`config.mk`:
```
export PLATFORM = sky130hd
export DESIGN_NAME = insn_encoder
export DESIGN_NICKNAME = d
export VERILOG_FILES = /design/src/rtl/isa_pkg.sv /design/src/rtl/insn_pack.sv /design/src/rtl/insn_encoder.sv
export SDC_FILE = /design/constraint.sdc
export NUM_CORES = 1
export LEC_CHECK = 0
export CORE_MARGIN = 4
export CORE_UTILIZATION = 30
export CTS_CLUSTER_DIAMETER = 100
export DETAILED_ROUTE_END_ITERATION = 16
export PLACE_DENSITY_LB_ADDON = 0.15
export SYNTH_ARGS = -nofsm -noshare
export SYNTH_HDL_FRONTEND = slang
export SYNTH_SLANG_ARGS = --single-unit
```
`constraint.sdc`:
```
create_clock -name clock -period 5.4 [get_ports clock]
set_clock_uncertainty 0.05 [all_clocks]
set_input_delay 1.08 -clock clock [delete_from_list [all_inputs] [get_ports clock]]
set_output_delay 1.08 -clock clock [all_outputs]
set_load 0.02 [all_outputs]
```
`src/rtl/isa_pkg.sv`:
```
// isa_pkg: shared ECE550 ISA constants for the instruction encoder and the
// processor's control decoder.
//   - opcode and R-type ALU op constants
//   - instruction field bit positions
//   - instruction format enum plus an opcode-to-format helper
package isa_pkg;

    localparam logic [4:0] OP_RTYPE = 5'b00000;
    localparam logic [4:0] OP_J     = 5'b00001;
    localparam logic [4:0] OP_BNE   = 5'b00010;
    localparam logic [4:0] OP_JAL   = 5'b00011;
    localparam logic [4:0] OP_JR    = 5'b00100;
    localparam logic [4:0] OP_ADDI  = 5'b00101;
    localparam logic [4:0] OP_BLT   = 5'b00110;
    localparam logic [4:0] OP_SW    = 5'b00111;
    localparam logic [4:0] OP_LW    = 5'b01000;
    localparam logic [4:0] OP_SETX  = 5'b10101;
    localparam logic [4:0] OP_BEX   = 5'b10110;

    localparam logic [4:0] ALU_ADD  = 5'b00000;
    localparam logic [4:0] ALU_SUB  = 5'b00001;
    localparam logic [4:0] ALU_AND  = 5'b00010;
    localparam logic [4:0] ALU_OR   = 5'b00011;
    localparam logic [4:0] ALU_SLL  = 5'b00100;
    localparam logic [4:0] ALU_SRA  = 5'b00101;

    localparam int unsigned REG_W     = 5;
    localparam int unsigned IMM_W     = 17;
    localparam int unsigned TARGET_W  = 27;
    localparam int unsigned OP_LSB    = 27;
    localparam int unsigned RD_LSB    = 22;
    localparam int unsigned RS_LSB    = 17;
    localparam int unsigned RT_LSB    = 12;
    localparam int unsigned SHAMT_LSB = 7;
    localparam int unsigned ALUOP_LSB = 2;

    typedef enum logic [2:0] {
        FMT_R,
        FMT_I,
        FMT_JI,
        FMT_JII,
        FMT_BAD
    } fmt_e;

    function automatic fmt_e fmt_of(input logic [4:0] op);
        fmt_e f;
        case (op)
            OP_RTYPE:                         f = FMT_R;
            OP_ADDI, OP_SW, OP_LW,
            OP_BNE, OP_BLT:                   f = FMT_I;
            OP_J, OP_JAL, OP_SETX, OP_BEX:    f = FMT_JI;
            OP_JR:                            f = FMT_JII;
            default:                          f = FMT_BAD;
        endcase
        return f;
    endfunction

endpackage

```
`src/rtl/insn_pack.sv`:
```
// insn_pack: combinational packer from a decoded descriptor to a 32-bit
// ECE550 instruction word. Fields not used by the format are forced to 0.
// Ports:
//   opcode_i, aluop_i, rd_i, rs_i, rt_i, shamt_i : 5-bit descriptor fields
//   imm_i    : 17-bit immediate (I format)
//   target_i : 27-bit target (JI format)
//   word_o   : packed instruction word
//   legal_o  : 1 when the opcode is known and, for R-type, aluop <= SRA
module insn_pack
    import isa_pkg::*;
(
    input  logic [4:0]          opcode_i,
    input  logic [4:0]          aluop_i,
    input  logic [4:0]          rd_i,
    input  logic [4:0]          rs_i,
    input  logic [4:0]          rt_i,
    input  logic [4:0]          shamt_i,
    input  logic [IMM_W-1:0]    imm_i,
    input  logic [TARGET_W-1:0] target_i,
    output logic [31:0]         word_o,
    output logic                legal_o
);

    fmt_e fmt;

    assign fmt = fmt_of(opcode_i);

    always_comb begin
        word_o  = '0;
        legal_o = 1'b0;
        case (fmt)
            FMT_R: begin
                word_o[OP_LSB    +: REG_W] = opcode_i;
                word_o[RD_LSB    +: REG_W] = rd_i;
                word_o[RS_LSB    +: REG_W] = rs_i;
                word_o[RT_LSB    +: REG_W] = rt_i;
                word_o[SHAMT_LSB +: REG_W] = shamt_i;
                word_o[ALUOP_LSB +: REG_W] = aluop_i;
                legal_o                    = (aluop_i <= ALU_SRA);
            end
            FMT_I: begin
                word_o[OP_LSB +: REG_W] = opcode_i;
                word_o[RD_LSB +: REG_W] = rd_i;
                word_o[RS_LSB +: REG_W] = rs_i;
                word_o[0      +: IMM_W] = imm_i;
                legal_o                 = 1'b1;
            end
            FMT_JI: begin
                word_o[OP_LSB +: REG_W]    = opcode_i;
                word_o[0      +: TARGET_W] = target_i;
                legal_o                    = 1'b1;
            end
            FMT_JII: begin
                word_o[OP_LSB +: REG_W] = opcode_i;
                word_o[RD_LSB +: REG_W] = rd_i;
                legal_o                 = 1'b1;
            end
            default: begin
                word_o  = '0;
                legal_o = 1'b0;
            end
        endcase
    end

endmodule

```
`src/rtl/insn_encoder.sv`:
```
// insn_encoder: sequential loader that packs one descriptor per handshake
// into an ECE550 word and writes it to consecutive instruction-memory
// addresses starting at a programmable base.
// Ports:
//   clock, reset        : rising-edge clock, synchronous active-high reset
//   start, start_addr   : arm the loader (ignored while loading)
//   finish              : end the program while loading
//   in_valid, in_ready  : descriptor handshake; in_ready is high only in LOAD
//   in_opcode .. in_target : descriptor fields
//   imem_wren/addr/data : registered write port, one pulse per word
//   count               : words written since the last start
//   busy, done, full    : LOAD / DONE / FULL state flags
//   err_illegal         : sticky, set by an illegal descriptor
module insn_encoder
    import isa_pkg::*;
#(
    parameter int unsigned ADDR_W = 12
) (
    input  logic                clock,
    input  logic                reset,
    input  logic                start,
    input  logic [ADDR_W-1:0]   start_addr,
    input  logic                finish,
    input  logic                in_valid,
    output logic                in_ready,
    input  logic [4:0]          in_opcode,
    input  logic [4:0]          in_aluop,
    input  logic [4:0]          in_rd,
    input  logic [4:0]          in_rs,
    input  logic [4:0]          in_rt,
    input  logic [4:0]          in_shamt,
    input  logic [IMM_W-1:0]    in_imm,
    input  logic [TARGET_W-1:0] in_target,
    output logic                imem_wren,
    output logic [ADDR_W-1:0]   imem_addr,
    output logic [31:0]         imem_data,
    output logic [ADDR_W:0]     count,
    output logic                busy,
    output logic                done,
    output logic                full,
    output logic                err_illegal
);

    typedef enum logic [1:0] {
        S_IDLE,
        S_LOAD,
        S_DONE,
        S_FULL
    } state_e;

    localparam logic [ADDR_W-1:0] ADDR_ONE = {{(ADDR_W-1){1'b0}}, 1'b1};
    localparam logic [ADDR_W:0]   CNT_ONE  = {{ADDR_W{1'b0}}, 1'b1};

    state_e              state_q, state_d;
    logic [ADDR_W-1:0]   wr_addr_q, wr_addr_d;
    logic [ADDR_W:0]     count_q, count_d;
    logic                err_q, err_d;
    logic                wren_q, wren_d;
    logic [ADDR_W-1:0]   addr_q, addr_d;
    logic [31:0]         data_q, data_d;

    logic [31:0]         pack_word;
    logic                pack_legal;
    logic                accept;
    logic                write;

    insn_pack u_pack (
        .opcode_i (in_opcode),
        .aluop_i  (in_aluop),
        .rd_i     (in_rd),
        .rs_i     (in_rs),
        .rt_i     (in_rt),
        .shamt_i  (in_shamt),
        .imm_i    (in_imm),
        .target_i (in_target),
        .word_o   (pack_word),
        .legal_o  (pack_legal)
    );

    assign accept = in_valid && (state_q == S_LOAD);
    assign write  = accept && pack_legal;

    always_comb begin
        state_d   = state_q;
        wr_addr_d = wr_addr_q;
        count_d   = count_q;
        err_d     = err_q;
        wren_d    = 1'b0;
        addr_d    = addr_q;
        data_d    = data_q;
        case (state_q)
            S_LOAD: begin
                if (write) begin
                    wren_d    = 1'b1;
                    addr_d    = wr_addr_q;
                    data_d    = pack_word;
                    wr_addr_d = wr_addr_q + ADDR_ONE;
                    count_d   = count_q + CNT_ONE;
                end else if (accept) begin
                    err_d = 1'b1;
                end
                // Writing the last address wins over a simultaneous finish;
                // wr_addr wraps here but is reloaded by the next start.
                if (write && (wr_addr_q == '1)) begin
                    state_d = S_FULL;
                end else if (finish) begin
                    state_d = S_DONE;
                end
            end
            default: begin
                if (start) begin
                    state_d   = S_LOAD;
                    wr_addr_d = start_addr;
                    count_d   = '0;
                    err_d     = 1'b0;
                end
            end
        endcase
    end

    always_ff @(posedge clock) begin
        if (reset) begin
            state_q   <= S_IDLE;
            wr_addr_q <= '0;
            count_q   <= '0;
            err_q     <= 1'b0;
            wren_q    <= 1'b0;
            addr_q    <= '0;
            data_q    <= '0;
        end else begin
            state_q   <= state_d;
            wr_addr_q <= wr_addr_d;
            count_q   <= count_d;
            err_q     <= err_d;
            wren_q    <= wren_d;
            addr_q    <= addr_d;
            data_q    <= data_d;
        end
    end

    assign in_ready    = (state_q == S_LOAD);
    assign busy        = (state_q == S_LOAD);
    assign done        = (state_q == S_DONE);
    assign full        = (state_q == S_FULL);
    assign err_illegal = err_q;
    assign imem_wren   = wren_q;
    assign imem_addr   = addr_q;
    assign imem_data   = data_q;
    assign count       = count_q;

endmodule
```
==> results of run 1 <==
power groups by stage:
stage	clock network [W]	registers [W]	logic, W
final	0.000644	0.000569	0.000209
after detailed placement	0	0.000581	0.000210
after global routing	0.000681	0.000571	0.000229
after floorplan	0	0.000586	0.0000948
after CTS	0.000657	0.000569	0.000211
after global placement	0	0.000580	0.000209
layout make-up:
type                    instances  area, um2  area share
inverters                       7       26.3     0.00475
multi-input cells             318       1960       0.355
repair buffers                160       1580       0.286
clock inverters                 7       95.1      0.0172
clock buffers                   9        225      0.0407
flip-flops and latches         73       1460       0.264
well taps                     143        179      0.0324
cells by family after synthesis:
group	count (synthesis)	share of synthesized area
AOI/OAI and AO/OA	121	0.236
xor gates and xnor gates	1	0.00244
adders and majority gates	4	0.0139
buffers and inverters	41	0.0505
DFF	73	0.407
muxes	17	0.0533
and+or+nand+nor	175	0.237
state kept, by name, summed over array words and instances (netlist names):
name / count
err_illegal: 1
wr_addr_q: 12
imem_wren: 1
count: 13
imem_data: 32
imem_addr: 12
state_q: 2
per-stage QoR:
stage / cells / setup slack [ps] / instance area [um2]
after global routing: 717 / 1110 / 5530
after global placement: 701 / 1240 / 5210
after detailed placement: 701 / 1140 / 5210
after floorplan: 432 / 2390 / 3590
final: 717 / 1490 / 5530
after CTS: 717 / 1490 / 5530
critical path, delay by kind of cell:
family          cells  cell delay, ps
compound gates      3            1300
fa+ha+maj           1             340
buf+inv             3             910
simple gates        2             470
Yosys cell counts (3+ instances only):
library cell and number:
inv_1 7, o31ai_1 8, nor3_1 28, o21ai_0 9
a211oi_1 6, or3_1 4, nand3_1 15, nand2_1 51
a221oi_1 28, nor2b_1 4, and3_1 4, a311oi_1 4
dfxtp_1 73, a21boi_0 3, nand4_1 3, and2_1 5
ha_1 4, nand3b_1 4, clkbuf_1 23, and4_1 3
or4_1 7, nor2_1 40, mux2_2 17, buf_2 7
a21oi_1 38
worst max path at each step:
stage                      start             to  slack, ps
finish              in_opcode[0]   imem_data[7]       1490
global route        in_opcode[0]  imem_data[10]       1110
CTS                 in_opcode[0]   imem_data[6]       1490
detailed placement  in_opcode[0]   imem_data[2]       1140
global placement    in_opcode[0]   imem_data[7]       1240
floorplan           in_opcode[0]      count[10]       2390
routing by layer:
layer	GRT usage	wire length, um
met3	0.0688	978
met5	0	0
met1	0.199	5010
met2	0.267	5480
met4	0.0359	46
==> impl_metrics.ini, run 1 <==
[run_status]
status = completed

[worst_setup_path]
crit_path_max_cell_delay_ps = 710
path_cells = clkdlybuf4s50_1 -> inv_1 -> ha_1 -> and4b_1 -> a211oi_1 -> o21a_2 -> buf_4 -> a221oi_1 -> nor3_1
timing.reg2reg.worst_path_depth = 6
reg2reg_from = state_q[1]
cp.arrival_ps = 4110
r2r_slack_ps = 3070
critPathCaptureType = flop
crit_slowest_cell = o21a_2
required_ps = 5600
timing.rr.end = imem_data[1]
crit_path_start_kind = primary input
cp_max_fo = 43
worst-setup-path-type = primary input to flop

[sta]
setup_tns_ps = 0
setup_viol_count_final = 0
worst_slew_margin_rel = 0.283
final_cycle_utilization_of_the_critical_path = 0.724
rsz_0062_raised_after_global_routing = no
max_freq_mhz = 256
tightest_slew_ps = 1070
whs_ps = 405
drv_slew = 0
final_period_minus_worst_setup_slack_ps = 3910
hold_viol = 0

[power_and_ir_drop]
max-vdd-ir-drop_mv = 0.156
power.net_switching_w = 0.000349
power.share.switching = 0.246
cellPowerDensity_nw_per_um2 = 257
power_frac_clock = 0.453
total_power_w = 0.00142
combinationalPowerShare = 0.147
seq_power_share = 0.400
cellLeakagePower_nw = 1.90
internal_power_w = 0.00107

[floorplan]
die_x_um = 117
num_rows = 39
boundary_pin_count = 154
die_y_um = 117
core_area_um2 = 11600
floorplan.initialDensity = 0.311
dieArea_um2 = 13800

[min_path]
holdCritPathClass = flop to flop
min_path_cells = 2
hp-start = imem_data[29]
min_delay_worst_endpoint = imem_data[29]

[synthesis]
synth_ff_type = dfxtp_1
yosysTopAreaCell = dfxtp_1
yosys_register_bits = 73
avgSynthCellArea_um2 = 8.32
synth_edf_count = 0
syn-instance-count = 432
asyncSetResetFlopFracSynth = 0
ys_top_cells_by_area = dfxtp_1, a221oi_1, nand2_1, mux2_2, a21oi_1
yosysUniqueCellTypes = 53
ys_seq_area_frac = 0.407
synth-warning-count = 0
syn-cell-area_um2 = 3590
synth_largest_type_area_fraction = 0.407
postSynthNetCount = 527

[clocking]
cts_max_path_buffers = 2
cts_tree = done
clkLatencyLatePin_ps = 320
ctsHtreeMaxLevel = 3
post_cts.repair.setup_buffers = 0
cts.clk_slew.worst_paths_ps = 60
cts_hold_buffers = 0
total_cts_buffers = 9
cts.root.buffer_cell = clkbuf_16
cts_sinks = 73
cells_resized_by_post_cts_repair = 0

[final_layout]
mostFrequentLayoutCell = clkdlybuf4s50_1
synthesis_to_layout_area_growth_pct = 53.9
layout.core_utilization = 0.478
final.fill_count = 1132
layout.nets = 664
most_used_cells_in_the_layout_excluding_fill_and_tap_cells = clkdlybuf4s50_1, dfxtp_1, nand2_1, nor2_1, a21oi_1
num_antenna_cells = 0
final_layout_size_suffix_gt1_frac = 0.0801

[routing]
drt_first_pass_iters = 4
wire_per_inst_um = 16.1
detailroute.via_count = 3794
detail_route.wirelength_mm = 11.5
count_of_nets_left_with_antenna_violations_after_detail_routing = 0
detailedRoute.firstIterationViolations = 308
detail_route.vias_per_cell = 5.29
residual_drc = 0

[placed_design]
detailedPlacementHpwl_mm = 8.39
place.port_buffers = 153
gp_congestion = 0.769

[grt]
grt_first_pass_wirelength_mm = 18.8
first_global_vias = 3832
grt_overflow_total = 0
antenna_violations_before_repair = 0
grt_max_degree = 62
grt_usage = 0.162

[flow_run]
timing.max_cap.violations = 0
Note: power is estimated with default switching activity, not from simulation.
==> run 2, diff against run 1 <==
clock period = 3.2 ns   (was 5.4 ns; I/O delays follow)
==> impl_metrics.ini, run 2 (synthesis gave the netlist of run 1 again) <==
[run_status]
status = completed

[routing]
detailedRoute.firstIterationViolations = 196
wire_per_inst_um = 15.8
detail_route.vias_per_cell = 5.25
count_of_nets_left_with_antenna_violations_after_detail_routing = 0
detail_route.wirelength_mm = 11.6
residual_drc = 0
drt_first_pass_iters = 4
detailroute.via_count = 3849

[clocking]
post_cts.repair.setup_buffers = 0
cells_resized_by_post_cts_repair = 0
clkLatencyLatePin_ps = 330
cts.clk_slew.worst_paths_ps = 60
ctsHtreeMaxLevel = 3
cts_max_path_buffers = 2
cts_tree = done
cts_sinks = 73
cts.root.buffer_cell = clkbuf_16
total_cts_buffers = 9
cts_hold_buffers = 0

[power_and_ir_drop]
internal_power_w = 0.00171
cellLeakagePower_nw = 1.97
combinationalPowerShare = 0.163
cellPowerDensity_nw_per_um2 = 404
seq_power_share = 0.420
power_frac_clock = 0.416
max-vdd-ir-drop_mv = 0.185
power.share.switching = 0.253
power.net_switching_w = 0.000577

[grt]
grt_overflow_total = 0
grt_usage = 0.165
grt_max_degree = 37
antenna_violations_before_repair = 0
first_global_vias = 3778
grt_first_pass_wirelength_mm = 19.0

[sta]
tightest_slew_ps = 513
final_cycle_utilization_of_the_critical_path = 0.895
final_period_minus_worst_setup_slack_ps = 2860
worst_slew_margin_rel = 0.658
setup_viol_count_final = 0
hold_viol = 0
setup_slack_ps = 337
max_freq_mhz = 349
rsz_0062_raised_after_global_routing = no
drv_slew = 0

[floorplan]
die_x_um = 117
num_rows = 39
die_y_um = 117
floorplan.initialDensity = 0.311
boundary_pin_count = 154
core_area_um2 = 11600
dieArea_um2 = 13800

[final_layout]
final_cells = 733
mostFrequentLayoutCell = clkdlybuf4s50_1
largest_register_ffs = 32
postLayoutCellArea_um2 = 5650
most_used_cells_in_the_layout_excluding_fill_and_tap_cells = clkdlybuf4s50_1, dfxtp_1, nand2_1, nor2_1, a21oi_1
layout.nets = 680
synthesis_to_layout_area_growth_pct = 57.2
layout.core_utilization = 0.488
final_layout_size_suffix_gt1_frac = 0.105
num_antenna_cells = 0

[flow_run]
timing.max_cap.violations = 0

[worst_setup_path]
critPathCaptureType = flop
path_cells = clkdlybuf4s50_1 -> inv_1 -> ha_1 -> and4b_1 -> a211oi_1 -> o21a_2 -> buf_4 -> a221oi_1 -> nor3_1
timing.reg2reg.worst_path_depth = 5
crit_path_start_kind = primary input
cp_max_fo = 20
crit_slowest_cell = clkdlybuf4s50_1
required_ps = 3400
cp.arrival_ps = 3060
r2r_slack_ps = 1180
reg2reg_from = state_q[0]
crit_path_max_cell_delay_ps = 510
timing.rr.end = count[6]
worst-setup-path-type = primary input to flop

[min_path]
holdCritPathClass = flop to flop
hp-start = imem_addr[7]
min_path_cells = 2
min_delay_worst_endpoint = imem_addr[7]

[placed_design]
placedCellCount = 717
placed_area_um2 = 5370
detailedPlacementHpwl_mm = 8.66
place.port_buffers = 153
gp_congestion = 0.824
detailedPlace.worstSlack_ps = -6.42
run 2: cell types whose count changed in the layout (fill, tap and decap cells not counted):
cell / change
buf_4: +13
buf_12: +3
clkinv_4: -2
clkinv_2: +1
clkbuf_8: +2
bufinv_16: -2
clkinvlp_4: +1
run 2: worst max-delay path: cells and delay by family:
family	cells	cell delay, ps
AOI/OAI and AO/OA	3	760
adders and majority gates	1	320
buffers and inverters	3	880
and+or+nand+nor	2	450
run 2: how the worst max path moves through the flow:
stage / startpoint / endpoint / slack [ps] / depth (start not counted)
detailed placement: in_opcode[1] / imem_data[5] / -6 / 9
global route: in_opcode[1] / imem_data[10] / 100 / 9
finish: in_opcode[1] / imem_data[20] / 340 / 9
floorplan: in_opcode[0] / count[10] / 630 / 8
global placement: in_opcode[0] / count[9] / 60 / 8
CTS: in_opcode[1] / imem_data[20] / 320 / 9
run 2: power groups by stage:
stage	Combinational, W	Sequential (W)	Clock [W]
finish	0.000373	0.000960	0.000951
CTS	0.000376	0.000960	0.000973
detailed placement	0.000373	0.000980	0
global route	0.000406	0.000964	0.00101
global placement	0.000372	0.000979	0
floorplan	0.000160	0.000989	0
run 2: area by class of cell:
| class | count | area (um2) |
|---|---|---|
| Clock buffer | 11 | 253 |
| Tap cell | 143 | 179 |
| Timing Repair Buffer | 176 | 1740 |
| Multi-Input combinational cell | 318 | 1960 |
| Fill cell | 1121 | 5920 |
| Inverter | 7 | 26.3 |
| Sequential cell | 73 | 1460 |
| Clock inverter | 5 | 30.0 |
run 2: through the flow:
step	setup TNS [ps]	hold slack [ps]	power (W)
4_1_cts	0	410	0.00231
3_3_place_gp	0	398	0.00135
6_report	0	406	0.00228
3_5_place_dp	-6.42	401	0.00135
5_1_grt	0	431	0.00238
2_1_floorplan	0	390	0.00115
run 2: layer usage:
metal / up-vias / track usage / part of all wire
li1: 1914 / - / -
met1: 1789 / 0.200 / 0.43
met2: 138 / 0.266 / 0.46
met3: 8 / 0.0703 / 0.094
met4: 0 / 0.0528 / 0.014
met5: - / 0 / 0
==> run 3, diff against run 2 <==
SKIP_CTS_REPAIR_TIMING = 1   (was unset)
==> results of run 3 <==
Same layout as run 2: the final DEF is identical, and so are final timing and power.
